==> src/rtl/ring_link_arbiter.sv <==
// Packet-level round-robin arbiter sharing one downstream ring link between
// upstream through-traffic and local NI injection, with one registered output stage.
module ring_link_arbiter #(
  parameter int FLIT_W    = 8,
  parameter int PKT_FLITS = 5
) (
  input  logic              clk,
  input  logic              rst,
  input  logic [FLIT_W-1:0] flit_in_up,
  input  logic              up_valid,
  output logic              up_ready,
  input  logic [FLIT_W-1:0] flit_in_NI,
  input  logic              ni_valid,
  output logic              ni_ready,
  output logic [FLIT_W-1:0] flit_out_down,
  output logic              down_valid,
  input  logic              down_ready,
  output logic [1:0]        grant,
  output logic              pkt_done
);

  localparam int CNT_W = (PKT_FLITS > 2) ? $clog2(PKT_FLITS) : 1;
  localparam logic [CNT_W-1:0] CNT_LAST = CNT_W'(PKT_FLITS - 1);
  localparam logic [CNT_W-1:0] CNT_ONE  = CNT_W'(1);

  // State encoding doubles as the grant output: bit0 = UP, bit1 = NI.
  typedef enum logic [1:0] {
    S_IDLE    = 2'b00,
    S_LOCK_UP = 2'b01,
    S_LOCK_NI = 2'b10
  } state_e;

  state_e            state_q, state_d;
  logic [CNT_W-1:0]  cnt_q, cnt_d;
  logic              last_ni_q, last_ni_d;
  logic [FLIT_W-1:0] flit_q, flit_d;
  logic              dvalid_q, dvalid_d;
  logic              pkt_done_q, pkt_done_d;

  logic              can_accept;
  logic              sel_up, sel_ni;
  logic              up_xfer, ni_xfer, in_xfer;
  logic [FLIT_W-1:0] in_flit;

  assign can_accept = !dvalid_q || down_ready;

  // IDLE picks combinationally so a new packet can follow the previous one with no bubble.
  always_comb begin
    sel_up = 1'b0;
    sel_ni = 1'b0;
    unique case (state_q)
      S_IDLE: begin
        if (up_valid && (!ni_valid || last_ni_q)) begin
          sel_up = 1'b1;
        end else if (ni_valid) begin
          sel_ni = 1'b1;
        end
      end
      S_LOCK_UP: sel_up = 1'b1;
      S_LOCK_NI: sel_ni = 1'b1;
      default: begin
        sel_up = 1'b0;
        sel_ni = 1'b0;
      end
    endcase
  end

  always_comb begin
    up_ready = !rst && can_accept && sel_up;
    ni_ready = !rst && can_accept && sel_ni;
  end

  assign up_xfer = up_valid && up_ready;
  assign ni_xfer = ni_valid && ni_ready;
  assign in_xfer = up_xfer || ni_xfer;
  assign in_flit = up_xfer ? flit_in_up : flit_in_NI;

  always_comb begin
    state_d    = state_q;
    cnt_d      = cnt_q;
    last_ni_d  = last_ni_q;
    pkt_done_d = 1'b0;
    if (in_xfer) begin
      if (state_q == S_IDLE) begin
        state_d = up_xfer ? S_LOCK_UP : S_LOCK_NI;
        cnt_d   = CNT_ONE;
      end else if (cnt_q == CNT_LAST) begin
        state_d    = S_IDLE;
        cnt_d      = '0;
        last_ni_d  = (state_q == S_LOCK_NI);
        pkt_done_d = 1'b1;
      end else begin
        cnt_d = cnt_q + CNT_ONE;
      end
    end
  end

  always_comb begin
    flit_d   = flit_q;
    dvalid_d = dvalid_q;
    if (can_accept) begin
      dvalid_d = in_xfer;
      if (in_xfer) begin
        flit_d = in_flit;
      end
    end
  end

  always_ff @(posedge clk or posedge rst) begin
    if (rst) begin
      state_q    <= S_IDLE;
      cnt_q      <= '0;
      last_ni_q  <= 1'b1;
      flit_q     <= '0;
      dvalid_q   <= 1'b0;
      pkt_done_q <= 1'b0;
    end else begin
      state_q    <= state_d;
      cnt_q      <= cnt_d;
      last_ni_q  <= last_ni_d;
      flit_q     <= flit_d;
      dvalid_q   <= dvalid_d;
      pkt_done_q <= pkt_done_d;
    end
  end

  assign grant         = state_q;
  assign flit_out_down = flit_q;
  assign down_valid    = dvalid_q;
  assign pkt_done      = pkt_done_q;

endmodule

==> config.mk <==
export PLATFORM = sky130hd
export DESIGN_NAME = ring_link_arbiter
export DESIGN_NICKNAME = d
export VERILOG_FILES = /design/src/rtl/ring_link_arbiter.sv
export SDC_FILE = /design/constraint.sdc
export NUM_CORES = 1
export LEC_CHECK = 0
export BUFFER_PORTS_ARGS = -buffer_cell sky130_fd_sc_hd__buf_2
export CAP_MARGIN = 20
export CORE_MARGIN = 1
export CORE_UTILIZATION = 46
export CTS_CLUSTER_DIAMETER = 150
export CTS_CLUSTER_SIZE = 8
export DETAILED_ROUTE_END_ITERATION = 10
export PLACE_DENSITY = 0.77
export REMOVE_ABC_BUFFERS = 1
export SKIP_CTS_REPAIR_TIMING = 1
export SLEW_MARGIN = 20
export SYNTH_ARGS = -nofsm -noshare
export SYNTH_HDL_FRONTEND = slang
export SYNTH_SLANG_ARGS = --single-unit
==> constraint.sdc <==
create_clock -name clk -period 1.55 [get_ports clk]
set_input_delay 0.0775 -clock clk [delete_from_list [all_inputs] [get_ports clk]]
set_output_delay 0.0775 -clock clk [all_outputs]
set_load 0.01 [all_outputs]
Word level (Yosys, flattened, before mapping)

Index checks and enable logic that the tools add are counted.

$add $sub $neg: 1
Eq/ne operators: 3
Muxes and demuxes: 14
Bitwise operators: 1
Reductions and logical operators: 17

Operators with widths:

| kind                  | number |
|---|---|
| $mux W8               | 1 |
| $logic_and A1 B1 Y1   | 6 |
| $mux W1               | 6 |
| $mux W2               | 3 |
| $mux W3               | 2 |
| $pmux W1 S2           | 2 |
| $reduce_and A2 Y1     | 2 |
| $add A3 B1 Y3 const B | 1 |
| $eq A3 B3 Y1 const B  | 1 |
| $logic_not A1 Y1      | 3 |
| $logic_or A1 B1 Y1    | 3 |
| $reduce_and A3 Y1     | 1 |
| $eq A2 B1 Y1 const B  | 1 |
| $eq A2 B2 Y1 const B  | 1 |
| $logic_not A2 Y1      | 1 |
| $reduce_bool A2 Y1    | 1 |
| $not A1 Y1            | 1 |

Flip-flop bits (word level): 16
Bits of input ports: 21
Output and inout port bits: 14
Logic and storage cells: 42

Longest topological paths before layout

Depth after elaboration: 9
Mapped depth: 5
Mapped depth without buffers: 5

Worst setup path before layout

Ideal clock, no wire load.

Path type: register to register
From: reg state_q[1], in the netlist grant[1]
To: reg state_q[1], in the netlist grant[1]
Setup time: 0.133 ns
Arrival time: 1.215 ns
Data required time: 1.417 ns
Slack: 0.202 ns
Cell stages (with the launch flop): 5
Path buffers: 0
Clock period less this slack: 1.348 ns
Cells stage by stage: dfrtp_1 nand2b_4 a211o_2 o21ai_1 o31ai_1

Longest elaborated chain between the ends: 6
Elaborated cells on any way between the ends: 14
Those cells by class: eq/ne (2); mux (4); reduce/logical (8)

Ends and longest elaborated chain:

| element                                              | RTL line | text |
|---|---|---|
| start, declared                                      | 33       | `state_e state_q, state_d;` |
| start signal, assigned                               | 118      | `state_q <= state_d;` |
| $eq A2 B1 Y1 (tied with other cells)                 | 51       | `unique case (state_q)` |
| $pmux W1 S2                                          | 51       |  |
| $logic_and A1 B1 Y1, on equally long branches        | 69, 70   |  |
| $logic_and A1 B1 Y1, on equally long branches        | 73, 74   |  |
| $mux W2 / $logic_or A1 B1 Y1 (equally long branches) | 85, 75   |  |
| $mux W2 / $reduce_and A2 Y1 (equally long branches)  | --       |  |

Several ways; a longest one is shown, not always the timed one.
A chain may end at the register's enable or synchronous reset.

Final worst setup path

From: reg state_q[1], in the netlist grant[1]
To: out ni_ready

Longest elaborated chain between the ends: 3
Elaborated cells on any way between the ends: 4
Those cells by class: eq/ne (1); mux (1); reduce/logical (2)

Ends and longest elaborated chain:

| element                                                 | RTL line | text |
|---|---|---|
| $eq A2 B2 Y1 / $logic_not A2 Y1 (equally long branches) | 51       |  |
| $pmux W1 S2 (*)                                         | 51       |  |
| $logic_and A1 B1 Y1 (*)                                 | 70       | `ni_ready = !rst && can_accept && sel_ni;` |
| end, declared                                           | 14       | `output logic ni_ready,` |

Mark *: on every way between the ends. The rest lies on a longest branch, timed or not.

==> results.sh <==
export IMPL_status="finished with violations"
export IMPL_violations="design-rule violations"
export IMPL_netlist_top_cells_area="dfrtp_1 (44%), mux2i_1 (9.4%), a21oi_1 (7.1%)"
export IMPL_grt_max_degree=17
export IMPL_pwr_share_clk_pct=15.0
export IMPL_leakage_nw=0.585
export IMPL_htreeDepth=1
export IMPL_coreArea_mm2=0.00173
export IMPL_place_hpwl_mm=1.34
export IMPL_slew_headroom_pct=79.8
export IMPL_hold_viol_final=0
export IMPL_netlist_area_um2=850
export IMPL_fin_crit_ps=1420
export IMPL_dieArea_mm2=0.00202
export IMPL_via_per_inst=5.01
export IMPL_synth_edf_count=0
export IMPL_fin_nets=149
export IMPL_drtIter0Drc=14
export IMPL_diodes=0
export IMPL_fin_setup_tns_ps=0
export IMPL_final_layout_size_suffix_gt1_share_pct=40.0
export IMPL_clk_latency_ps=280
export IMPL_gp_congestion=0.834
export IMPL_seqPwrFrac_pct=39.2
export IMPL_clock_sinks=16
export IMPL_switching_share_pct=37.9
export IMPL_critPathMaxFanout=7
export IMPL_row_count=15
export IMPL_hold_class="input pin to flip-flop"
export IMPL_yosysTopAreaCellShare_pct=44.2
export IMPL_start_util_pct=49.2
export IMPL_n_fill_cell=161
export IMPL_worst_setup_path_type="flip-flop to primary output"
export IMPL_area_growth_pct=31.2
export IMPL_synth_distinct_cells=24
export IMPL_intPower_mw=1.14
export IMPL_wl_mm=1.76
export IMPL_slew_viol_final=0
export IMPL_synthArstFlopShare_pct=100
export IMPL_antenna_left=0
export IMPL_yosys_warnings=0
export IMPL_tightest_slew_ps=302
export IMPL_synth_seq_cells=16
export IMPL_critPathCaptureType="primary output"
export IMPL_power_density_mw_per_mm2=1650
export IMPL_io_pins=35
export IMPL_numCtsBuffers=3
export IMPL_die_y_um=45.0
export IMPL_post_route_util_pct=64.6
export IMPL_yosysTopAreaCell="dfrtp_1"
export IMPL_grt_pass1_wl_mm=2.86
export IMPL_syn_inst=83
export IMPL_grt_overflow_total=0
export IMPL_final_setup_skew_ps=0.718
export IMPL_clock_root_buffer="clkbuf_4"
export IMPL_synth_area_per_cell_um2=10.2
export IMPL_first_pass_iters=9
export IMPL_ys_flop_type="dfrtp_1"
export IMPL_whs_ps=85.6
export IMPL_crit_arrival_ps=1340
export IMPL_tritoncts="done"
export IMPL_drv_cap=0
export IMPL_die_x_um=45.0
export IMPL_clock_path_buffers=2
export IMPL_start_kind="flip-flop"
export IMPL_power_switching_uw=698
export IMPL_numPortBuffers=34
export IMPL_wl_per_cell_um=11.7
export IMPL_drc=2
export IMPL_crit_required_ps=1470
export IMPL_vdd_ir_drop_max_mv=1.10
export IMPL_regArea_um2=402
export IMPL_fmaxAchievable_ghz=0.704
export IMPL_period_share_pct=91.6
export IMPL_multi_input_area_um2=409
export IMPL_rsz0062_at_grt="false"
export IMPL_clk_pin_slew_ps=90
export IMPL_antenna_found_initial=0
export IMPL_grt_pass1_vias=665
export IMPL_setup_viol=0
export IMPL_vias=752
export IMPL_grt_util_all_layers_pct=19.6
export IMPL_synth_yosys_seq_area_share_pct=47.3
export IMPL_power_frac_comb_pct=45.8
[synthesized netlist by cell type, drive strengths merged (2+ instances only)]
cell type and number:
nand2 4, a21oi 12, dfrtp 15, nor3 3, nand3b 2, inv 3
mux2i 8, ha 2, o21ai 7, buf 3, nand2b 4, nor2 11
[worst max-delay path, cell delays in order, from the launching register on]
cell and delay, ps:
dfrtp_1 390, buf_4 160, or2b_1 220, a21oi_1 150
buf_2 150
[layer usage]
layer	vias to the layer above	global-route usage (%)	wire length (µm)	part of all wire, %
li1	373	-	-	-
met1	358	28.6	866	49
met2	19	29.0	829	47
met3	2	3.60	46	2.6
met4	0	7.27	14	0.80
met5	-	0	0	0
[stage by stage]
step | worst slack, ps | power [mW] | cell area, µm² | std cells
2_1_floorplan | 0.535 | 1.24 | 822 | 80
6_report | 130 | 1.84 | 1110 | 150
4_1_cts | 117 | 1.85 | 1100 | 149
5_1_grt | 52.3 | 2.00 | 1110 | 150
3_5_place_dp | 229 | 1.57 | 1070 | 145
3_3_place_gp | 250 | 1.54 | 1070 | 145
[placed cells by master (no fill, tap or decap), drive strengths merged]
| cell | instances |
|---|---|
| o2111ai | 1 |
| nand2b | 4 |
| mux2i | 8 |
| o21ai | 7 |
| ha | 2 |
| dfstp | 1 |
| o31ai | 1 |
| nand2 | 4 |
| a21oi | 12 |
| nor3 | 3 |
| or2b | 1 |
| nand3b | 2 |
| dfrtp | 15 |
| a21o | 1 |
| buf | 40 |
| a211oi | 1 |
| nor2 | 11 |
| dlygate4sd3 | 1 |
| clkbuf | 4 |
| a41oi | 1 |
| inv | 3 |
| nor2b | 1 |
| a211o | 1 |
[cell type report]
type                       count  area share [%]
multi-input combinational     61            36.7
sequential                    16            36.0
timing repair buffer          41            20.2
clock buffer                   4            3.25
tap                           25            2.81
inverter                       3            1.01
[flip-flops by register name, summed over array words and instances (netlist names)]
name           cells
cnt_q              3
flit_out_down      8
down_valid         1
grant              2
last_ni_q          1
pkt_done           1
[logic make-up after synthesis]
kind of cell             Yosys count  synth area share (%)
AND/OR/NAND/NOR                   26                  16.5
AO/OA/AOI/OAI                     25                  19.3
adder cells (fa/ha/maj)            2                  2.95
buffers and inverters              6                  4.56
flip-flops                        16                  47.3
multiplexers                       8                  9.43
[power groups by stage]
stage | registers (mW) | clock network (mW) | logic (mW)
after global placement | 0.719 | 0 | 0.822
after detailed placement | 0.731 | 0 | 0.843
after floorplan | 0.803 | 0 | 0.435
after CTS | 0.722 | 0.282 | 0.849
after global routing | 0.747 | 0.299 | 0.955
final | 0.721 | 0.276 | 0.844
[final timing paths]
| kind | start | cells after the start | end | slack, ps |
|---|---|---|---|---|
| max in group asynchronous | rst | 4 | last_ni_q | 870 |
| min | flit_in_up[0] | 3 | flit_out_down[0] | 90 |
| max reg2reg | grant[0] | 5 | flit_out_down[3] | 210 |
| min reg2reg | cnt_q[2] | 1 | cnt_q[2] | 510 |
| max | grant[1] | 4 | ni_ready | 130 |
| min in group asynchronous | rst | 4 | down_valid | 430 |
Power figures use the tool's default switching activity.
